<file path="src/rtl/opb_simple_master.sv">
`default_nettype none
// ============================================================================
// Module   : opb_simple_master
// Brief    : Single-beat OPB initiator bridging a command/response handshake
//            to an OPB master port (arbitration, ack, retry, error, timeout).
// Revision : 1.0
// ============================================================================
module opb_simple_master #(
  parameter int C_OPB_AWIDTH     = 32,
  parameter int C_OPB_DWIDTH     = 32,
  parameter int C_TIMEOUT_CYCLES = 16,
  parameter int C_MAX_RETRY      = 4
) (
  input  logic                      OPB_Clk,
  input  logic                      OPB_Rst,
  // user command / response
  input  logic                      cmd_valid,
  output logic                      cmd_ready,
  input  logic                      cmd_rnw,
  input  logic [C_OPB_AWIDTH-1:0]   cmd_addr,
  input  logic [C_OPB_DWIDTH-1:0]   cmd_data,
  input  logic [C_OPB_DWIDTH/8-1:0] cmd_be,
  output logic                      rsp_valid,
  input  logic                      rsp_ready,
  output logic [C_OPB_DWIDTH-1:0]   rsp_data,
  output logic [1:0]                rsp_err,
  // OPB master port
  output logic                      M_request,
  output logic                      M_select,
  output logic                      M_RNW,
  output logic                      M_busLock,
  output logic                      M_seqAddr,
  output logic [0:C_OPB_AWIDTH-1]   M_ABus,
  output logic [0:C_OPB_DWIDTH/8-1] M_BE,
  output logic [0:C_OPB_DWIDTH-1]   M_DBus,
  input  logic                      OPB_MGrant,
  input  logic                      OPB_xferAck,
  input  logic                      OPB_errAck,
  input  logic                      OPB_retry,
  input  logic                      OPB_toutSup,
  input  logic [0:C_OPB_DWIDTH-1]   OPB_DBus
);

  localparam int         c_be_w      = C_OPB_DWIDTH / 8;
  localparam logic [7:0] c_tout_last = 8'(C_TIMEOUT_CYCLES - 1);
  localparam logic [3:0] c_max_retry = 4'(C_MAX_RETRY);
  localparam logic [1:0] c_err_ok    = 2'd0;
  localparam logic [1:0] c_err_ack   = 2'd1;
  localparam logic [1:0] c_err_tout  = 2'd2;
  localparam logic [1:0] c_err_retry = 2'd3;

  typedef enum logic [2:0] {
    S_IDLE       = 3'd0,
    S_REQ        = 3'd1,
    S_XFER       = 3'd2,
    S_RETRY_WAIT = 3'd3,
    S_RESP       = 3'd4
  } state_t;

  state_t                    r_state;
  logic                      r_rnw;
  logic [C_OPB_AWIDTH-1:0]   r_addr;
  logic [C_OPB_DWIDTH-1:0]   r_data;
  logic [c_be_w-1:0]         r_be;
  logic [7:0]                r_tout_cnt;
  logic [3:0]                r_retry_cnt;

  logic [3:0]                w_retry_inc;
  logic                      w_retry_hit;
  logic                      w_to_wait;
  logic                      w_finish;
  logic [1:0]                w_err;
  logic [C_OPB_DWIDTH-1:0]   w_rdata;

  assign M_busLock = 1'b0;
  assign M_seqAddr = 1'b0;

  // Outcome of the current XFER cycle, resolved in bus-response priority order.
  always_comb begin
    w_retry_inc = r_retry_cnt + 4'd1;
    w_retry_hit = 1'b0;
    w_to_wait   = 1'b0;
    w_finish    = 1'b0;
    w_err       = c_err_ok;
    w_rdata     = '0;
    if (r_state == S_XFER) begin
      if (OPB_errAck) begin
        w_finish = 1'b1;
        w_err    = c_err_ack;
      end else if (OPB_xferAck) begin
        w_finish = 1'b1;
        if (r_rnw) w_rdata = OPB_DBus;
      end else if (OPB_retry) begin
        w_retry_hit = 1'b1;
        if (w_retry_inc == c_max_retry) begin
          w_finish = 1'b1;
          w_err    = c_err_retry;
        end else begin
          w_to_wait = 1'b1;
        end
      end else if (r_tout_cnt == c_tout_last) begin
        w_finish = 1'b1;
        w_err    = c_err_tout;
      end
    end
  end

  always_ff @(posedge OPB_Clk or negedge OPB_Rst) begin
    if (!OPB_Rst) begin
      r_state     <= S_IDLE;
      r_rnw       <= 1'b0;
      r_addr      <= '0;
      r_data      <= '0;
      r_be        <= '0;
      r_tout_cnt  <= '0;
      r_retry_cnt <= '0;
      cmd_ready   <= 1'b0;
      rsp_valid   <= 1'b0;
      rsp_data    <= '0;
      rsp_err     <= c_err_ok;
      M_request   <= 1'b0;
      M_select    <= 1'b0;
      M_RNW       <= 1'b0;
      M_ABus      <= '0;
      M_BE        <= '0;
      M_DBus      <= '0;
    end else begin
      case (r_state)
        S_IDLE: begin
          r_retry_cnt <= '0;
          if (cmd_valid && cmd_ready) begin
            r_rnw     <= cmd_rnw;
            r_addr    <= cmd_addr;
            r_data    <= cmd_data;
            r_be      <= cmd_be;
            cmd_ready <= 1'b0;
            M_request <= 1'b1;
            r_state   <= S_REQ;
          end else begin
            cmd_ready <= 1'b1;
          end
        end

        S_REQ: begin
          if (OPB_MGrant) begin
            M_request  <= 1'b0;
            M_select   <= 1'b1;
            M_RNW      <= r_rnw;
            M_ABus     <= r_addr;
            M_BE       <= r_be;
            M_DBus     <= r_rnw ? '0 : r_data;
            r_tout_cnt <= '0;
            r_state    <= S_XFER;
          end
        end

        S_XFER: begin
          if (!OPB_toutSup) r_tout_cnt <= r_tout_cnt + 8'd1;
          if (w_retry_hit) r_retry_cnt <= w_retry_inc;
          // Address/data buses must return to zero whenever select drops.
          if (w_finish || w_to_wait) begin
            M_select <= 1'b0;
            M_RNW    <= 1'b0;
            M_ABus   <= '0;
            M_BE     <= '0;
            M_DBus   <= '0;
          end
          if (w_finish) begin
            rsp_valid <= 1'b1;
            rsp_data  <= w_rdata;
            rsp_err   <= w_err;
            r_state   <= S_RESP;
          end else if (w_to_wait) begin
            r_state <= S_RETRY_WAIT;
          end
        end

        S_RETRY_WAIT: begin
          M_request <= 1'b1;
          r_state   <= S_REQ;
        end

        S_RESP: begin
          if (rsp_ready) begin
            rsp_valid <= 1'b0;
            rsp_data  <= '0;
            rsp_err   <= c_err_ok;
            cmd_ready <= 1'b1;
            r_state   <= S_IDLE;
          end
        end

        default: r_state <= S_IDLE;
      endcase
    end
  end

endmodule
`default_nettype wire

</file>
<file path="config.mk">
export PLATFORM = sky130hd
export DESIGN_NAME = opb_simple_master
export DESIGN_NICKNAME = d
export VERILOG_FILES = /design/src/rtl/opb_simple_master.sv
export SDC_FILE = /design/constraint.sdc
export NUM_CORES = 1
export LEC_CHECK = 0
export CAP_MARGIN = 20
export CORE_MARGIN = 5
export CORE_UTILIZATION = 48
export CTS_CLUSTER_SIZE = 14
export DETAILED_ROUTE_END_ITERATION = 8
export PLACE_DENSITY_LB_ADDON = 0.08
export SYNTH_ARGS = -nofsm -noshare
export SYNTH_HDL_FRONTEND = slang
export SYNTH_SLANG_ARGS = --single-unit
export TNS_END_PERCENT = 5
</file>
<file path="constraint.sdc">
create_clock -name OPB_Clk -period 2 [get_ports OPB_Clk]
set_input_delay 0.3 -clock OPB_Clk [delete_from_list [all_inputs] [get_ports OPB_Clk]]
set_output_delay 0.3 -clock OPB_Clk [all_outputs]
set_load 0.05 [all_outputs]
</file>
# == Word level (Yosys, flattened, before mapping) ==
# Cells that the tools add are included.
# totals
latch_bits,0
regBits,191
n_memories,0
inputBits,110
ramBits,0
romBits,0
output_inout_bits,109
# op_classes
reduce_logical,16
n_eq_ne,14
addsub,2
multipliers,0
n_lt_le_gt_ge,0
shift,0
n_div,0
n_bitwise,0
muxes,63
# ops
operator,n
32-bit two-way mux,9
32-bit case mux with 2 select lines,3
1-bit two-way mux,24
8-bit two-way mux,2
4-bit case mux with 2 select lines,2
8-bit case mux with 2 select lines,1
3-bit two-way mux,5
3-bit case mux with 5 select lines,1
2-bit two-way mux,7
4-bit two-way mux,3
"2-bit inequality test, second input constant",6
3-bit AND reduction,4
"8-bit by 1-bit adder with 8-bit output, second input constant",1
"8-bit by 4-bit equality test with 1-bit output, second input constant",1
1-bit case mux with 2 select lines,4
2-bit nonzero test,4
"3-bit by 2-bit equality test with 1-bit output, second input constant",2
2-bit AND reduction,3
"4-bit by 1-bit adder with 4-bit output, second input constant",1
"4-bit by 3-bit equality test with 1-bit output, second input constant",1
2-bit case mux with 2 select lines,1
4-bit AND reduction,1
"3-bit by 1-bit equality test with 1-bit output, second input constant",1
"3-bit equality test, second input constant",1
other kinds (7),7

# == Longest topological paths before layout ==
# depth
word_depth,10
depth_mapped,7
mapped_depth_nobuf,5

# == Worst setup path before layout ==
# No wires, ideal clock.
# synth_path
path_type,register -> register
start,register r_tout_cnt[5]
end,register M_DBus[10] (netlist bit)
period_less_slack_ns,1.806
slack_ns,0.194
stages_incl_launch_ff,6
arrival_time_ns,1.686
setup_time_ns,0.121
path_cell_list,dfrtp_1 -> or4_1 -> o2111ai_2 -> nand3_4 -> buf_6 -> a22o_1
# synth_via
elab_chain_cells,9
# synth_rtl
item,line,source
start: declaration,65,logic [7:0] r_tout_cnt;
start signal: assignment,158,if (!OPB_toutSup) r_tout_cnt <= r_tout_cnt + 8'd1;
8-bit by 4-bit equality test with 1-bit output,101,end else if (r_tout_cnt == c_tout_last) begin
1-bit two-way mux,101,
1-bit two-way mux,93,end else if (OPB_retry) begin
1-bit two-way mux,90,end else if (OPB_xferAck) begin
1-bit two-way mux,87,if (OPB_errAck) begin
1-bit two-way mux,86,if (r_state == S_XFER) begin
1-bit logical OR,161,if (w_finish || w_to_wait) begin
2-bit by 1-bit inequality test with 1-bit output (no source line),--,
3-bit AND reduction (no source line),--,
end signal: assignment,151,M_DBus <= r_rnw ? '0 : r_data;
end: declaration,35,"output logic [0:C_OPB_DWIDTH-1] M_DBus,"
# Every way passes these cells.
# A chain may end at the register's enable or synchronous reset.

# == Final worst setup path ==
# layout_path
start,register rsp_err[0]
end,output port rsp_err[0]
# layout_lines
item,line,source
start: declaration,26,"output logic [1:0] rsp_err,"
start signal: assignment,120,rsp_err <= c_err_ok;
start signal: assignment,171,rsp_err <= w_err;
start signal: assignment,187,rsp_err <= c_err_ok;
# No word-level cell between the ends.

==> summary.md <==
- **first-pass GRT wire length** 30.6 mm
- **flip-flop and latch count after synthesis** 191
- **number of global-route vias before repair** 5,887
- **Post-Synthesis Cell Area** 7700 sq um
- **standby leakage power** 4.82 nW
- **distinct cell type count of the synthesized netlist** 46
- **Vias/cell** 5.51
- **final design utilization** 69.3%
- **wire per inst** 18.5 um
- **class of the most critical setup path** reg2out
- **maximum cell stage delay along the critical path** 0.85 ns
- **required arrival time at the worst endpoint** 1.70 ns
- **Setup Skew** 0.00845 ns
- **area fraction of the dominant cell type after synthesis** 62.1%
- **antenna-violating nets left** 0
- **upper clock frequency limit** 513 MHz
- **Max Fanout on Critical Path** 3
- **leftover overflow at the end of global routing** 0
- **final weighted congestion in routability-driven placement** 0.809
- **post-synthesis instance total** 579
- **Die Height** 137 um
- **Relative slew margins** 60.8%
- **total clock sinks** 191
- **number of warning messages in the yosys log** 0
- **unrepaired setup endpoints after global routing** false
- **CP cell instances** clkdlybuf4s50_1
- **sequential area share after synthesis** 62.1%
- **antenna violations before repair** 0
- **crit path time final** 1.95 ns
- **drt pass-1 iters** 4
- **cell taking the most area after synthesis** dfrtp_1
- **half-perimeter wire length of the detailed placement result** 13.6 mm
- **total wirelength of the detailed-routed design** 19.3 mm
- **outcome** complete, no violations
- **DRC errors left** 0
- **number of buffers on the longest clock path** 2
- **final number of max-transition violations** 0
- **area of the core** 15,800 sq um
- **post-synthesis average cell area** 13.3 sq um
- **signal arrival time at the worst endpoint** 1.65 ns
- **Post-Layout Cell Count** 1,041
- **global-route track usage on met3** 5.85%
- **final antenna diode count** 0
- **max-cap violation count** 0
- **number of buffers added by the clock tree synthesis step** 17
- **total routing usage reported by global routing** 20.7%
- **Area contributors post-synth** dfrtp_1 62%, mux2_2 10%, a22o_1 8.0%
- **final count of negative-setup-slack endpoints** 0
- **clock tree from TritonCTS** yes
- **area of the die** 18,700 sq um
- **die span in x** 137 um
- **IO Count** 219
- **Post-CTS Setup Inserts** 0
- **asr flop ratio synth** 100%
- **source of the worst register-to-register timing path** r_tout_cnt[5]
- **met2 usage** 33.6%
- **RR Endpoint** M_DBus[8]
- **Critical Path Start Type** flop
- **setup slack of the worst register-to-register path** 0.11 ns
- **Clock H-tree levels** 4
- **NumNets Final** 925
- **worst slew pin tran** 0.586 ns
- **final worst hold slack** 0.446 ns
- **initial standard-cell utilization of the core** 48.6%
- **count of final hold-check violations** 0
- **Clock Root Buffer** clkbuf_16
- **clock slew seen by the registers of the worst setup and hold paths** 0.07 ns
- **proportion of layout cells with a drive suffix above 1** 19.2%
- **number of cells in the design after placement** 1,007
- **GR peak layer** met2
- **Critical Path Sink Type** output port
- **total number of vias** 5,731
- **cell with the largest stage delay on the worst path** clkdlybuf4s50_1
- **pin count of the biggest net entering global routing** 67
- **Bufs and invs on worst path** 1
- **synth-to-layout area growth** 42.4%
- **path type of the worst min-delay path** in2async
- **Post-synth EDFFs** 0
- **Starting DRT DRC Count** 254
- **insertion delay to the later sink of the worst-skew pair** 0.42 ns
- **IR drop worst, VDD** 1.01 mV
- **number of input and output port buffers inserted** 216
- **Global Route met1 Usage** 27.0%
- **critical path's top delay family** buffers and inverters
- **portion of the clock cycle consumed by the worst path in the final layout** 97.6%
- **Std-Cell Rows** 46
- **power per cell area** 1670 nW/um^2
- **main flop type after synthesis** dfrtp_1
- **cell depth of the worst flop-to-flop path** 5
## Yosys cell counts (3+ instances only)
cell type    n
a31oi_1      3
buf_6        4
ha_1         3
inv_1        7
nand4_1     35
nor3_1       3
a211oi_1     3
nand3_1      7
mux2_2      70
nand2_1     44
a21oi_1      3
a2111oi_2    3
o21ai_1      7
buf_2       20
dfrtp_1    191
nor2_1      10
a22oi_1     33
a22o_1      70
xnor2_1      6
o21ai_0      5
clkbuf_1    17
## state kept, by name, summed over array words and instances, names as in the netlist
| signal | flops |
|---|---|
| M_ABus | 32 |
| M_BE | 4 |
| M_DBus | 32 |
| M_RNW | 1 |
| M_request | 1 |
| M_select | 1 |
| cmd_ready | 1 |
| r_addr | 32 |
| r_be | 4 |
| r_data | 32 |
| r_retry_cnt | 4 |
| r_rnw | 1 |
| r_state | 3 |
| r_tout_cnt | 8 |
| rsp_data | 32 |
| rsp_err | 2 |
| rsp_valid | 1 |
## cell families after synthesis
kind of cell               count (synthesis)  share of synthesized area, %
buffers and inverters                     51                          3.30
muxes                                     70                          10.2
and+or+nand+nor                          120                          8.41
adders and majority gates                  3                         0.488
other                                      1                        0.0487
xor gates and xnor gates                   7                         0.797
AOI/OAI and AO/OA                        136                          14.6
DFF                                      191                          62.1
## metrics by stage
stage          area (sq um)  setup WS [ns]  power, W  TNS, ns
6_report              11000         0.0488    0.0183        0
3_3_place_gp          10300         0.0252    0.0148        0
3_5_place_dp          10300        -0.0612    0.0151   -0.844
2_1_floorplan          7700          0.194    0.0120        0
5_1_grt               11000        0.00853    0.0192        0
4_1_cts               10900        0.00876    0.0184        0
## where the power goes
part           total [W]  internal [W]  switching (W)
Sequential       0.00649       0.00546        0.00102
Combinational    0.00847       0.00349        0.00497
Clock            0.00333       0.00189        0.00145
## area by class of cell
type / instances / area, sq um
inverter: 7 / 26.3
timing repair buffer: 257 / 2590
tap: 216 / 270
multi-input combinational: 338 / 2720
clock buffer: 20 / 447
sequential: 191 / 4780
fill: 1117 / 4860
clock inverter: 12 / 133
## layer usage
layer | wire length [um] | vias up
li1 | - | 2620
met1 | 7890 | 2882
met2 | 9620 | 204
met3 | 1390 | 25
met4 | 352 | 0
met5 | 0 | -
## worst max-delay path by stage
| stage | startpoint | to | slack [ns] | depth (start not counted) |
|---|---|---|---|---|
| floorplan | r_tout_cnt[5] | M_DBus[10] | 0.19 | 5 |
| global placement | OPB_retry | rsp_data[8] | 0.03 | 6 |
| detailed placement | OPB_retry | rsp_data[0] | -0.06 | 6 |
| CTS | r_tout_cnt[0] | rsp_data[0] | 0.009 | 6 |
| global route | rsp_data[2] | rsp_data[2] | 0.009 | 1 |
| finish | rsp_err[0] | rsp_err[0] | 0.05 | 1 |
## cell usage in the layout, fill, tap and decap left out, types with 3 or more instances in the layout
cell | synthesis | layout
buf_4 | 2 | 31
a22oi_1 | 33 | 33
xnor2_1 | 6 | 6
clkdlybuf4s50_1 | 0 | 214
inv_1 | 7 | 7
nand2_1 | 44 | 44
dfrtp_1 | 191 | 191
a31oi_1 | 3 | 3
nand4_1 | 35 | 35
a21oi_1 | 3 | 3
nor2_1 | 10 | 10
o21ai_1 | 7 | 5
clkinvlp_4 | 0 | 3
inv_6 | 0 | 4
nand3_1 | 7 | 7
a22o_1 | 70 | 70
nor3_1 | 3 | 3
a211oi_1 | 3 | 3
clkinv_2 | 0 | 3
clkbuf_16 | 0 | 17
a2111oi_2 | 3 | 3
mux2_2 | 70 | 70
o21ai_0 | 5 | 5
buf_12 | 0 | 9
## repair_timing
action,4_1_cts,5_1_grt
hold endpoints to repair,60,0
setup endpoints to repair,0,56
hold buffers,1,0
gates resized for setup,0,6
Note: power is estimated with default switching activity, not from simulation.
